## config.mk

```make
export PLATFORM = sky130hd
export DESIGN_NAME = dmem_arbiter
export DESIGN_NICKNAME = d
export VERILOG_FILES = /design/src/rtl/dmem_arbiter.sv
export SDC_FILE = /design/constraint.sdc
export NUM_CORES = 1
export LEC_CHECK = 0
export CORE_AREA = 2 2 117 119
export DETAILED_ROUTE_END_ITERATION = 8
export DIE_AREA = 0 0 119 121
export PLACE_DENSITY_LB_ADDON = 0.08
export SLEW_MARGIN = 20
export SYNTH_ARGS = -nofsm -noshare
export SYNTH_HDL_FRONTEND = slang
export SYNTH_SLANG_ARGS = --single-unit
export TNS_END_PERCENT = 10
```

## constraint.sdc

```tcl
create_clock -name clk -period 3.3 [get_ports clk]
set_input_delay 0.66 -clock clk [delete_from_list [all_inputs] [get_ports clk]]
set_output_delay 0.66 -clock clk [all_outputs]
set_load 0.02 [all_outputs]
```

## src/rtl/dmem_arbiter.sv

```systemverilog
// Data-memory port arbiter between the MIPS core and a host/debug requester.
// A host burst is capped at MAX_BURST cycles and is followed by CPU_SLOTS core cycles.
module dmem_arbiter #(
    parameter int MAX_BURST = 4,
    parameter int CPU_SLOTS = 2
) (
    input  logic        clk,
    input  logic        reset,
    input  logic        run_in,
    output logic        cpu_enable,
    input  logic        cpu_mem_wr,
    input  logic [31:0] cpu_addr,
    input  logic [31:0] cpu_wdata,
    output logic [31:0] cpu_rdata,
    input  logic        host_req,
    input  logic        host_wr,
    input  logic [31:0] host_addr,
    input  logic [31:0] host_wdata,
    output logic        host_gnt,
    output logic        host_ack,
    output logic [31:0] host_rdata,
    output logic        mem_wr,
    output logic [31:0] mem_addr,
    output logic [31:0] mem_wdata,
    input  logic [31:0] mem_rdata
);

    localparam int BW = (MAX_BURST > 1) ? $clog2(MAX_BURST) : 1;
    localparam int CW = (CPU_SLOTS > 1) ? $clog2(CPU_SLOTS) : 1;
    localparam logic [BW-1:0] BURST_LAST = BW'(MAX_BURST - 1);
    localparam logic [CW-1:0] COOL_INIT  = CW'(CPU_SLOTS - 1);

    typedef enum logic [1:0] {
        ST_CPU  = 2'd0,
        ST_HOST = 2'd1,
        ST_COOL = 2'd2
    } state_e;

    state_e          state_q, state_d;
    logic [BW-1:0]   burst_cnt_q, burst_cnt_d;
    logic [CW-1:0]   cool_cnt_q, cool_cnt_d;

    always_ff @(posedge clk or negedge reset) begin
        if (!reset) begin
            state_q     <= ST_CPU;
            burst_cnt_q <= '0;
            cool_cnt_q  <= '0;
        end else begin
            state_q     <= state_d;
            burst_cnt_q <= burst_cnt_d;
            cool_cnt_q  <= cool_cnt_d;
        end
    end

    always_comb begin
        state_d     = state_q;
        burst_cnt_d = burst_cnt_q;
        cool_cnt_d  = cool_cnt_q;
        case (state_q)
            ST_CPU: begin
                if (host_req) begin
                    state_d     = ST_HOST;
                    burst_cnt_d = '0;
                end
            end
            ST_HOST: begin
                if (!host_req) begin
                    state_d = ST_CPU;
                end else if (burst_cnt_q == BURST_LAST) begin
                    state_d    = ST_COOL;
                    cool_cnt_d = COOL_INIT;
                end else begin
                    burst_cnt_d = burst_cnt_q + 1'b1;
                end
            end
            ST_COOL: begin
                // The window runs on clock cycles alone; requests only matter at its end.
                if (cool_cnt_q == '0) begin
                    if (host_req) begin
                        state_d     = ST_HOST;
                        burst_cnt_d = '0;
                    end else begin
                        state_d = ST_CPU;
                    end
                end else begin
                    cool_cnt_d = cool_cnt_q - 1'b1;
                end
            end
            default: begin
                state_d     = ST_CPU;
                burst_cnt_d = '0;
                cool_cnt_d  = '0;
            end
        endcase
    end

    // Reset gates the strobes combinationally so a write in flight never commits.
    always_comb begin
        host_gnt   = reset && (state_q == ST_HOST);
        cpu_enable = reset && run_in && (state_q != ST_HOST);
        host_ack   = host_gnt && host_req;
        cpu_rdata  = mem_rdata;
        host_rdata = mem_rdata;
        if (host_gnt) begin
            mem_wr    = host_wr && host_req;
            mem_addr  = host_addr;
            mem_wdata = host_wdata;
        end else begin
            mem_wr    = cpu_mem_wr && cpu_enable;
            mem_addr  = cpu_addr;
            mem_wdata = cpu_wdata;
        end
    end

endmodule

```

==> results.json <==
{
  "outcome": "finished, final reports clean",
  "cts_buffers": 3,
  "rsz0062_at_grt": "false",
  "ys_seq_area_share_pct": 6.86,
  "diodes": 0,
  "wl_per_cell_um": 14.6,
  "gp_congestion": 0.714,
  "clockBufferDepth": 2,
  "synth-main-ff-cell": "dfrtp_1",
  "async_flop_share_pct": 100,
  "cts_resized": 0,
  "synth-edff-count": 0,
  "cts_setup_buffers": 0,
  "hold_path_class": "register to register",
  "ys_types": 22,
  "die_x_um": 119,
  "dr.pass1.iters": 4,
  "timing.setup.tns_ns": 0,
  "pwr_density_cell_nw_per_um2": 287,
  "min_period_over_period_pct": 94.7,
  "placed_cells": 482,
  "syn-num-nets": 338,
  "clk_pin_slew_ns": 0.03,
  "synth_seq_cells": 5,
  "critPathMaxFanout": 23,
  "peakVddDrop_uv": 332,
  "clock_sinks": 5,
  "grt_usage_pct": 9.00,
  "grt_max_degree": 24,
  "drive_gt1_share_pct": 24.2,
  "crit_type": "input pin to output port",
  "coreArea_um2": 13100,
  "hold_ws_ns": 0.535,
  "portBuffers": 201,
  "routed_wl_mm": 7.08,
  "start_util_pct": 13.9,
  "worstPathRequired_ns": 2.64,
  "syn_to_final_growth_pct": 97.7,
  "min_period_ns": 3.13,
  "max_slew_margin_pct": 81.1,
  "cp.arrival_ns": 2.47,
  "syn_area_per_cell_um2": 10.7,
  "ant_nets": 0,
  "fin_skew_ns": 0.00102,
  "drt_iter0_markers": 24,
  "synth_common_cells": "65 x buf_4, 49 x mux2_4, 15 x mux2_2",
  "power.leakage_uw": 0.00142,
  "cts_tree": "built",
  "placementRows": 42,
  "cts_hold_buffers": 0,
  "cts_max_level": 1,
  "grt_antenna_before_repair": 0,
  "grt_pass1_vias": 1650,
  "worstMarginPinSlew_ns": 0.284,
  "synthTopCellsByArea": "mux2_4 40%, buf_4 27%, mux2_2 9.3%",
  "fmax_ghz": 0.320,
  "end_kind": "output port",
  "grt_pass1_wl_mm": 10.1,
  "post-synth-top-count-cell": "buf_4",
  "ios": 298,
  "critPathLaunchType": "input pin",
  "clkLatencyLatePin_ns": 0.23,
  "die_y_um": 121,
  "hold_viol_final": 0,
  "nets": 478,
  "slew_violations": 0,
  "yosysTopAreaCell": "mux2_4",
  "vias_per_cell": 3.51,
  "num_vias": 1707,
  "dpl.hpwl_mm": 6.05,
  "drc": 0,
  "synth_top_area_share_pct": 40.4,
  "synthesis.instances": 171,
  "instances_no_fill": 486,
  "grt-ovfl-total": 0,
  "cts_root_buf": "clkbuf_16",
  "final-setup-viol-count": 0,
  "drv_cap": 0,
  "yosys_warnings": 0,
  "dieArea_um2": 14400,
  "syn_area_um2": 1820
}
metrics by stage:
step / setup slack, ns / cell area (um^2) / total power (uW) / utilization [%]
finish: 0.174 / 3600 / 1040 / 27.5
global route: 0.0961 / 3600 / 1100 / 27.5
global placement: 0.165 / 3530 / 847 / 26.9
detailed placement: 0.157 / 3530 / 847 / 26.9
CTS: 0.157 / 3600 / 1050 / 27.5
floorplan: 1.13 / 1820 / 609 / -
worst max-delay path, cell delays in order:
cell,delay (ns)
clkdlybuf4s50_1,0.47
and2_4,0.20
buf_12,0.22
mux2_2,0.35
clkdlybuf4s50_1,0.54
flip-flops by register name, summed over array words and instances (netlist names):
signal,count
cool_cnt_q,1
burst_cnt_q,2
state_q,2
cell usage in the layout (no fill, tap or decap):
cell	instances
nand3_1	2
buf_12	3
and2_4	1
clkbuf_16	3
buf_4	3
a31oi_1	1
clkdlybuf4s50_1	201
mux2_4	49
dfrtp_1	5
and3_1	2
clkbuf_1	1
a221o_1	1
nor2b_4	1
mux2_2	15
o21ai_0	2
o22ai_1	1
nor2_1	3
a21boi_0	1
a21oi_1	2
nand2_1	7
ha_1	1
nand2b_1	3
o21a_1	1
a32o_1	1
metal layers:
layer  track usage (%)  vias up  wire length, um
met5                 0        -                0
met2              15.6      144             3430
li1                  -      806                -
met1              10.3      755             2690
met3              4.51        2              939
met4              1.12        0               13
final cells by class:
cell class	instances	area, um^2
clock buffers	4	78.8
fillers	1382	9480
well taps	176	220
flip-flops and latches	5	125
multi-input cells	94	1090
repair buffers	207	2090
report_power, final:
part	leakage (uW)	internal (uW)	switching [uW]
Clock	0.0000382	160	38.9
Combinational	0.00132	458	275
Sequential	0.0000636	82.1	21.8
Total	0.00142	701	335
worst paths after layout:
kind	from	slack, ns	depth (start not counted)	to
max in group asynchronous	reset	2.44	2	state_q[0]$_DFFE_PN0P_
min reg2reg	cool_cnt_q$_DFFE_PN0P_	0.53	2	cool_cnt_q$_DFFE_PN0P_
min in group asynchronous	reset	0.74	2	state_q[1]$_DFFE_PN0P_
min	cool_cnt_q$_DFFE_PN0P_	0.53	2	cool_cnt_q$_DFFE_PN0P_
max reg2reg	burst_cnt_q[0]$_DFFE_PN0P_	2.00	4	burst_cnt_q[0]$_DFFE_PN0P_
max	reset	0.17	5	mem_wdata[31]
logic make-up (layout without fill, tap and decap cells):
| group | count (synthesis) | in the layout | synth area share, % |
|---|---|---|---|
| adders and majority gates | 1 | 1 | 0.686 |
| buffers and inverters | 72 | 211 | 33.6 |
| DFF | 5 | 5 | 6.86 |
| and+or+nand+nor | 19 | 19 | 5.56 |
| AOI/OAI and AO/OA | 10 | 10 | 3.71 |
| muxes | 64 | 64 | 49.6 |
(Power assumes the default switching activity.)
